$ cat src/rtl/fifo_sync_flex.sv
// Single-clock FIFO with arbitrary depth, optional fall-through, synchronous flush,
// fill-level thresholds and sticky overflow/underflow flags.
module fifo_sync_flex #(
    parameter  int DATA_W       = 32,
    parameter  int DEPTH        = 8,
    parameter  int FALL_THROUGH = 0,
    parameter  int AF_THRESH    = DEPTH - 1,
    parameter  int AE_THRESH    = 1,
    localparam int CNT_W        = $clog2(DEPTH + 1)
) (
    input  logic              clk_i,
    input  logic              rst_i,
    input  logic              flush_i,
    input  logic [DATA_W-1:0] src_data_i,
    input  logic              src_valid_i,
    output logic              src_ready_o,
    output logic [DATA_W-1:0] dst_data_o,
    output logic              dst_valid_o,
    input  logic              dst_ready_i,
    output logic [CNT_W-1:0]  usage_o,
    output logic              almost_full_o,
    output logic              almost_empty_o,
    output logic              overflow_o,
    output logic              underflow_o
);

    localparam int PTR_W = (DEPTH > 1) ? $clog2(DEPTH) : 1;

    logic [DATA_W-1:0] r_mem [DEPTH];
    logic [PTR_W-1:0]  r_wptr;
    logic [PTR_W-1:0]  r_rptr;
    logic [CNT_W-1:0]  r_count;
    logic              r_overflow;
    logic              r_underflow;

    logic [PTR_W-1:0]  w_wptr_next;
    logic [PTR_W-1:0]  w_rptr_next;
    logic [CNT_W-1:0]  w_count_next;
    logic              w_empty;
    logic              w_full;
    logic              w_push;
    logic              w_pop;
    logic              w_bypass;
    logic              w_wr_en;
    logic              w_rd_en;

    assign w_empty = (r_count == '0);
    assign w_full  = (r_count == CNT_W'(DEPTH));

    // Ready deliberately ignores dst_ready_i: no combinational path through a full FIFO.
    assign src_ready_o = ~w_full & ~flush_i;

    generate
        if (FALL_THROUGH != 0) begin : g_ft
            assign dst_valid_o = ~flush_i & (~w_empty | src_valid_i);
            assign dst_data_o  = w_empty ? src_data_i : r_mem[r_rptr];
            assign w_bypass    = w_empty & w_push & w_pop;
        end else begin : g_reg
            assign dst_valid_o = ~flush_i & ~w_empty;
            assign dst_data_o  = r_mem[r_rptr];
            assign w_bypass    = 1'b0;
        end
    endgenerate

    assign w_push  = src_valid_i & src_ready_o;
    assign w_pop   = dst_valid_o & dst_ready_i;
    // A bypassed word never touches storage, pointers or the count.
    assign w_wr_en = w_push & ~w_bypass;
    assign w_rd_en = w_pop & ~w_bypass;

    generate
        if (DEPTH == 1) begin : g_ptr_single
            assign w_wptr_next = '0;
            assign w_rptr_next = '0;
        end else begin : g_ptr_wrap
            always_comb begin
                w_wptr_next = r_wptr;
                if (w_wr_en) begin
                    w_wptr_next = (r_wptr == PTR_W'(DEPTH - 1)) ? '0 : r_wptr + PTR_W'(1);
                end
            end

            always_comb begin
                w_rptr_next = r_rptr;
                if (w_rd_en) begin
                    w_rptr_next = (r_rptr == PTR_W'(DEPTH - 1)) ? '0 : r_rptr + PTR_W'(1);
                end
            end
        end
    endgenerate

    always_comb begin
        w_count_next = r_count;
        case ({w_wr_en, w_rd_en})
            2'b10:   w_count_next = r_count + CNT_W'(1);
            2'b01:   w_count_next = r_count - CNT_W'(1);
            default: w_count_next = r_count;
        endcase
    end

    always_ff @(posedge clk_i or posedge rst_i) begin
        if (rst_i) begin
            r_wptr  <= '0;
            r_rptr  <= '0;
            r_count <= '0;
        end else if (flush_i) begin
            r_wptr  <= '0;
            r_rptr  <= '0;
            r_count <= '0;
        end else begin
            r_wptr  <= w_wptr_next;
            r_rptr  <= w_rptr_next;
            r_count <= w_count_next;
        end
    end

    // Storage survives flush; only reset clears it.
    always_ff @(posedge clk_i or posedge rst_i) begin
        if (rst_i) begin
            for (int i = 0; i < DEPTH; i++) begin
                r_mem[i] <= '0;
            end
        end else if (w_wr_en) begin
            r_mem[r_wptr] <= src_data_i;
        end
    end

    always_ff @(posedge clk_i or posedge rst_i) begin
        if (rst_i) begin
            r_overflow  <= 1'b0;
            r_underflow <= 1'b0;
        end else begin
            if (src_valid_i && w_full) begin
                r_overflow <= 1'b1;
            end
            if (dst_ready_i && !dst_valid_o) begin
                r_underflow <= 1'b1;
            end
        end
    end

    assign usage_o        = r_count;
    assign almost_full_o  = (32'(r_count) >= AF_THRESH);
    assign almost_empty_o = (32'(r_count) <= AE_THRESH);
    assign overflow_o     = r_overflow;
    assign underflow_o    = r_underflow;

endmodule

$ cat config.mk
export PLATFORM = sky130hd
export DESIGN_NAME = fifo_sync_flex
export DESIGN_NICKNAME = d
export VERILOG_FILES = /design/src/rtl/fifo_sync_flex.sv
export SDC_FILE = /design/constraint.sdc
export NUM_CORES = 1
export LEC_CHECK = 0
export CORE_MARGIN = 2
export CORE_UTILIZATION = 59
export CTS_CLUSTER_SIZE = 10
export DETAILED_ROUTE_END_ITERATION = 8
export GPL_TIMING_DRIVEN = 1
export PLACE_DENSITY = 0.79
export SLEW_MARGIN = 20
export SYNTH_ARGS = -nofsm -noshare
export SYNTH_HDL_FRONTEND = slang
export SYNTH_SLANG_ARGS = --single-unit
$ cat constraint.sdc
create_clock -name clk_i -period 11.9 [get_ports clk_i]
set_clock_uncertainty 0.2 [all_clocks]
set_input_delay 2.38 -clock clk_i [delete_from_list [all_inputs] [get_ports clk_i]]
set_output_delay 2.38 -clock clk_i [all_outputs]
set_load 0.02 [all_outputs]
* Word level (Yosys, flattened, before mapping) *
Index checks and enable logic that the tools add are counted.
W data, S select, Z words.

operators by class
  bitwise operators = 9
  muxes and demuxes = 14
  $add $sub $neg = 4
  eq/ne operators = 5
  magnitude comparators = 5
  reduce and logical (&&, ||, !) cells = 8

operators with widths
  cell                   number
  $bwmux W256            1
  $bmux W32 S3           1
  $demux W32 S3          1
  $mux W32               3
  $mux W3                6
  $ge A4 B4 Y1 const B   2
  $not A3 Y4             2
  $pmux W4 S2            1
  $add A3 B1 Y3 const B  2
  $eq A3 B3 Y1 const B   2
  $add A4 B1 Y4 const B  1
  $and A1 B1 Y1          4
  $eq A4 B4 Y1 const B   1
  $ge A4 B3 Y1 const B   1
  $le A4 B1 Y1 const B   1
  $logic_not A4 Y1       1
  $lt A4 B1 Y1 const B   1
  $mux W4                1
  $reduce_bool A2 Y1     2
  $sub A4 B1 Y4 const B  1
  $logic_and A1 B1 Y1    3
  $not A1 Y1             3
  $reduce_bool A3 Y1     1
  $eq A2 B1 Y1 const B   1
  2 further kinds        2

storage, ports and cells
  register bits = 268

* Longest topological paths before layout *
Gate-level depths: netlist of run 1.

  depth after elaboration = 7
  gate-level depth with buffers = 8
  depth with buffers taken out = 6

* Worst setup path after synthesis of run 1 *
Ideal clock, no wire load.

  path kind = input-to-output
  start = input flush_i
  end = output src_ready_o
  data arrival time = 3.055 ns
  stages on the path = 3
  slack = 6.265 ns
  data required time = 9.320 ns
  cells stage by stage = clkbuf_1 clkbuf_1 nor2b_1

on the way
  longest elaborated chain between the ends = 2

ends and longest elaborated chain
  item             line  source
  start, declared  13    input logic flush_i,
  $not A1 Y1       51    assign src_ready_o = ~w_full & ~flush_i;
  $and A1 B1 Y1    51
  end, declared    16    output logic src_ready_o,

No other way between the ends.

* Final worst setup path of run 1 *
Same ends and word-level chain as after synthesis.

==> metrics.txt, run 1 <==
outcome complete, no violations; row count 52; Initial DRC Count 308; area leader, netlist dfrtp_1; DRT antenna net count 0; Top Ports 79; Leakage 6.42 nW; IO Port Bufs 78; Final Hold Viols 0; CTS tree built; dpl cell area 0.0133 mm²; full die area 0.0221 mm²; Post-synth ARST share 100%; Max Fanout on Critical Path 19; ys flop type dfrtp_1; initial antenna violation count 0; gr ovfl total 0; fin crit share 55.1%; Core Footprint 0.0204 mm²; Worst Setup End Kind output port; Clock Sinks 268; die width 149 µm; crit path kind in -> out; ant diodes 0; vias 6824; Finished Cell Area 0.0141 mm²; post-synth top area share 54.2%; Placer Congestion 0.809; dpl hpwl 15.1 mm; synthesized area 0.0124 mm²; number of synthesized register bits 268; internal reg-to-reg setup slack 8.64 ns; clk_lat worst skew 0.54 ns; nets 871; synth warn 0; vias in the first global route 7658; Slew headroom 25.8%; Max-Cap Viols 0; Critical Path Start flush_i; Reg-to-Reg Start usage_o[0]$_DFFE_PP0P_; achievable frequency 153 MHz; clk root buf clkbuf_16; unrepaired setup endpoints after global routing no; Req. time, crit path 9.32 ns; setup tns final 0 ns; synth top area cells dfrtp_1 (54%), mux2_2 (25%), mux4_2 (12%), mux2_1 (1.6%), buf_2 (1.1%); post-synthesis sequential area ratio 54.2%; Avg Inst Size Synth 16.4 µm²; # H-tree levels 1; Tmin final 6.55 ns; number of vias per cell 6.20; EDFF count, synth 0; Yosys cell types 43; CTS max path bufs 3; Crit Reg-Reg Endpoint r_mem[62]$_DFFE_PP0P_; 1st-pass router iterations 4; cts bufs inserted 31; postcts setup bufs 0; largest net degree at the start of global routing 132; cts repair resizes 0; WL per Instance 23.6 µm; R2R depth 6; Crit path arrival time 3.97 ns; Die Y 149 µm; slew of the pin with the lowest slew margin 1.11 ns; layout cells sized above 1 47.9%; crit path to src_ready_o; area added between synthesis and finish 14.2%; CTS clk-pin slew, worst paths 0.06 ns; Initial Utilization 60.6%; Overall Global Routing Usage 25.0%; Hold Crit Class reg -> reg; Final Power 2.80 mW; fill cell count 1371; CTS Hold Bufs 0; Final Util 69.2%; critical path launch point type input port; first-pass GRT wire length 42.9 mm; Synth Instances 754; Post-Syn Nets 799; Final setup viols 0; Max Transition Viols Final 0; worst vdd ir 115 µV; pwr dens 198 mW/mm²; final wirelength 25.9 mm; DRC viols 0
-- per-stage QoR --
stage,hold slack (ns),setup slack [ns],instances
2_1_floorplan,0.253,1.94,754
3_5_place_dp,0.259,5.35,1063
4_1_cts,0.273,5.35,1101
5_1_grt,0.298,5.28,1101
3_3_place_gp,0.252,5.38,1063
6_report,0.271,5.35,1101
-- cell families after synthesis --
group	after synthesis	synth area share, %
flip-flops	268	54.2
adder cells (fa/ha/maj)	8	0.809
AO/OA/AOI/OAI	17	0.951
multiplexers	358	38.4
buffers and inverters	55	2.39
AND/OR/NAND/NOR	48	3.28
-- worst max-delay path, stage by stage --
cell and delay [ns]:
clkdlybuf4s50_1 0.71, nor2b_1 0.25, clkdlybuf4s50_1 0.63
-- placed cells by master (no fill, tap or decap), types with 3 or more instances in the layout --
master and instances:
o21ai_0 4, mux2_2 273, mux4_2 64, dfrtp_1 265, clkbuf_1 5, nor2_1 9, nand2_1 8, clkdlybuf4s50_1 78
clkbuf_16 31, nand3b_1 4, mux2_1 18, inv_1 3, mux2i_1 3, a21oi_1 3, nand2b_1 4, buf_4 12
ha_1 8
-- cell usage after synthesis (3+ instances only) --
| cell | instances |
|---|---|
| mux4_2 | 64 |
| buf_2 | 26 |
| dfrtp_1 | 268 |
| clkbuf_1 | 10 |
| mux2_1 | 18 |
| nand2b_1 | 4 |
| ha_1 | 8 |
| buf_6 | 3 |
| buf_4 | 9 |
| buf_1 | 3 |
| a21oi_1 | 3 |
| inv_1 | 4 |
| o21ai_0 | 4 |
| mux2_2 | 273 |
| nand3b_1 | 4 |
| nand2_1 | 8 |
| mux2i_1 | 3 |
| nor2_1 | 9 |
-- sequential cells by signal, summed over array words and instances, names as in the netlist --
register / count
r_wptr: 3
r_mem: 256
r_rptr: 3
underflow_o: 1
usage_o: 4
overflow_o: 1
-- layout make-up --
class / instances / area [µm²] / share of cell area [%]
Clock inverter: 2 / 17.5 / 0.124
Inverter: 4 / 22.5 / 0.159
Tap cell: 270 / 338 / 2.39
Sequential cell: 268 / 6720 / 47.5
Clock buffer: 36 / 795 / 5.62
Timing Repair Buffer: 90 / 871 / 6.16
Multi-Input combinational cell: 431 / 5380 / 38.0
-- layer usage --
metal	vias to the layer above	track usage [%]	part of all wire [%]
met5	-	0	0
met4	0	6.43	2.0
met3	34	3.88	4.4
met2	157	42.9	51
met1	3674	33.9	43
li1	2959	-	-
-- power by group --
part / leakage (nW) / switching, mW / internal (mW)
Combinational: 2.50 / 0.299 / 0.450
Sequential: 3.53 / 0.143 / 1.11
Clock: 0.397 / 0.337 / 0.461
-- worst min-delay path by stage --
stage,from,end,slack (ns),cells after the start
2_1_floorplan,r_mem[223]$_DFFE_PP0P_,r_mem[223]$_DFFE_PP0P_,0.25,1
3_3_place_gp,underflow_o$_DFFE_PP0P_,underflow_o$_DFFE_PP0P_,0.25,1
3_5_place_dp,overflow_o$_DFFE_PP0P_,overflow_o$_DFFE_PP0P_,0.26,1
4_1_cts,overflow_o$_DFFE_PP0P_,overflow_o$_DFFE_PP0P_,0.27,1
5_1_grt,underflow_o$_DFFE_PP0P_,underflow_o$_DFFE_PP0P_,0.30,1
6_report,overflow_o$_DFFE_PP0P_,overflow_o$_DFFE_PP0P_,0.27,1
Note: power is estimated with default switching activity, not from simulation.
==> run 2, diff against run 1 <==
- clock period: 11.9 -> 6.1 ns (I/O delays scaled with it)
==> metrics.txt, run 2 (synthesis gave the netlist of run 1 again) <==
most common cell after layout, fill and taps aside mux2_2; crit-path max cell delay 0.84 ns; Comb power frac 26.5%; Leakage 6.44 nW; largest net degree at the start of global routing 128; 1st-pass router iterations 4; clk_lat worst skew 0.54 ns; worst slack at placement 1.71 ns; die width 149 µm; Top reg by flops r_mem; Tmin final 4.68 ns; ant diodes 0; sequential share of power 44.7%; Worst path slowest cell dfrtp_4; P_int 3.97 mW; Placer Congestion 0.812; postcts setup bufs 0; Max Fanout on Critical Path 34; row count 52; Critical Path Start r_rptr[0]$_DFFE_PP0P_; Top Ports 79; CTS Hold Bufs 0; CTS clk-pin slew, worst paths 0.06 ns; achievable frequency 214 MHz; Die Y 149 µm; Hold Crit Class reg -> reg; dpl hpwl 14.6 mm; crit path kind reg -> out; Clock Power Share 28.8%; Reg-to-Reg Start usage_o[0]$_DFFE_PP0P_; Worst Setup End Kind output port; crit-path cells buf_4 -> mux4_2 -> mux2_2 -> clkdlybuf4s50_1; DRT antenna net count 0; Initial Utilization 60.6%; critical path launch point type flip-flop; setup tns final 0 ns; Max-Cap Viols 0; clk root buf clkbuf_16; CTS tree built; CTS max path bufs 3; Initial DRC Count 302; number of vias per cell 6.17; cts bufs inserted 31; fill cell count 1288; pwr dens 384 mW/mm²; area added between synthesis and finish 14.6%; DRC viols 0; Slew headroom 27.0%; Clock Sinks 268; unrepaired setup endpoints after global routing no; switch share 27.2%; net switching power figure 1.48 mW; Req. time, crit path 4.68 ns; fin crit share 76.7%; Overall Global Routing Usage 24.0%; hold path start overflow_o$_DFFE_PP0P_; slew of the pin with the lowest slew margin 1.09 ns; # H-tree levels 1; full die area 0.0221 mm²; WP buf/inv 2; WL per Instance 22.8 µm; Final setup viols 0; final wirelength 25.2 mm; nets 871; max reg flops 256; gr ovfl total 0; vias 6808; worst vdd ir 265 µV; Final Hold Viols 0; IO Port Bufs 78; initial antenna violation count 0; layout cells sized above 1 47.9%; Core Footprint 0.0204 mm²; cts repair resizes 0; most frequent cells in the layout mux2_2 (273), dfrtp_1 (265), clkdlybuf4s50_1 (78); Inst Count DP 1062; outcome complete, no violations; vias in the first global route 7568; Worst Slack Setup Final 1.42 ns; Post-Layout Cell Count 1103; Max Transition Viols Final 0; first-pass GRT wire length 41.5 mm; Crit path arrival time 3.26 ns; Crit path max-delay family buffers and inverters
[run 2: cell types whose count changed in the layout (fill, tap and decap cells not counted), sizes merged]
| cell | delta |
|---|---|
| clkbuf | +3 |
| clkinvlp | +1 |
| inv | -3 |
| clkinv | +1 |
[run 2: layout make-up]
type                       count  area [µm²]  share of cell area, %
inverter                       4        18.8                  0.132
timing repair buffer          90         903                   6.37
clock buffer                  39         826                   5.82
clock inverter                 1        5.00                 0.0353
multi-input combinational    431        5380                   37.9
tap                          270         338                   2.38
sequential                   268        6720                   47.3
[run 2: worst register-to-register path, stage by stage, from the launching register on]
cell	delay, ns
dfrtp_1	0.46
inv_1	0.12
ha_1	0.30
nand3b_4	0.16
and3b_1	0.48
nand4b_4	0.79
mux2_1	0.62
[run 2: power by group through the flow]
stage	logic, mW	registers, mW	clock network, mW
final	1.44	2.43	1.57
after global routing	1.55	2.48	1.69
after CTS	1.46	2.44	1.61
after detailed placement	1.45	2.46	0
after global placement	1.41	2.42	0
after floorplan	1.08	2.32	0
[run 2: stage by stage]
step	utilization [%]	power [mW]	cell area (µm²)	hold slack [ns]
after floorplan	-	3.40	12400	0.253
after global placement	65.3	3.83	13300	0.252
after detailed placement	65.3	3.91	13300	0.262
after CTS	69.4	5.51	14200	0.275
after global routing	69.4	5.72	14200	0.296
final	69.4	5.45	14200	0.267
[run 2: final timing paths]
check / endpoint / slack [ns] / depth (start not counted)
hold / removal: overflow_o$_DFFE_PP0P_ / 0.27 / 1
hold reg to reg: overflow_o$_DFFE_PP0P_ / 0.27 / 1
min in group asynchronous: r_mem[3]$_DFFE_PP0P_ / 0.83 / 2
setup / recovery: dst_data_o[13] / 1.42 / 4
setup reg to reg: r_mem[62]$_DFFE_PP0P_ / 2.86 / 6
max in group asynchronous: r_mem[215]$_DFFE_PP0P_ / 3.70 / 3
[run 2: per-layer routing]
layer,vias to the layer above,routed length [µm],GRT usage (%)
li1,2967,-,-
met1,3672,11200,33.5
met2,131,12600,40.6
met3,38,909,3.64
met4,0,402,5.62
met5,-,0,0
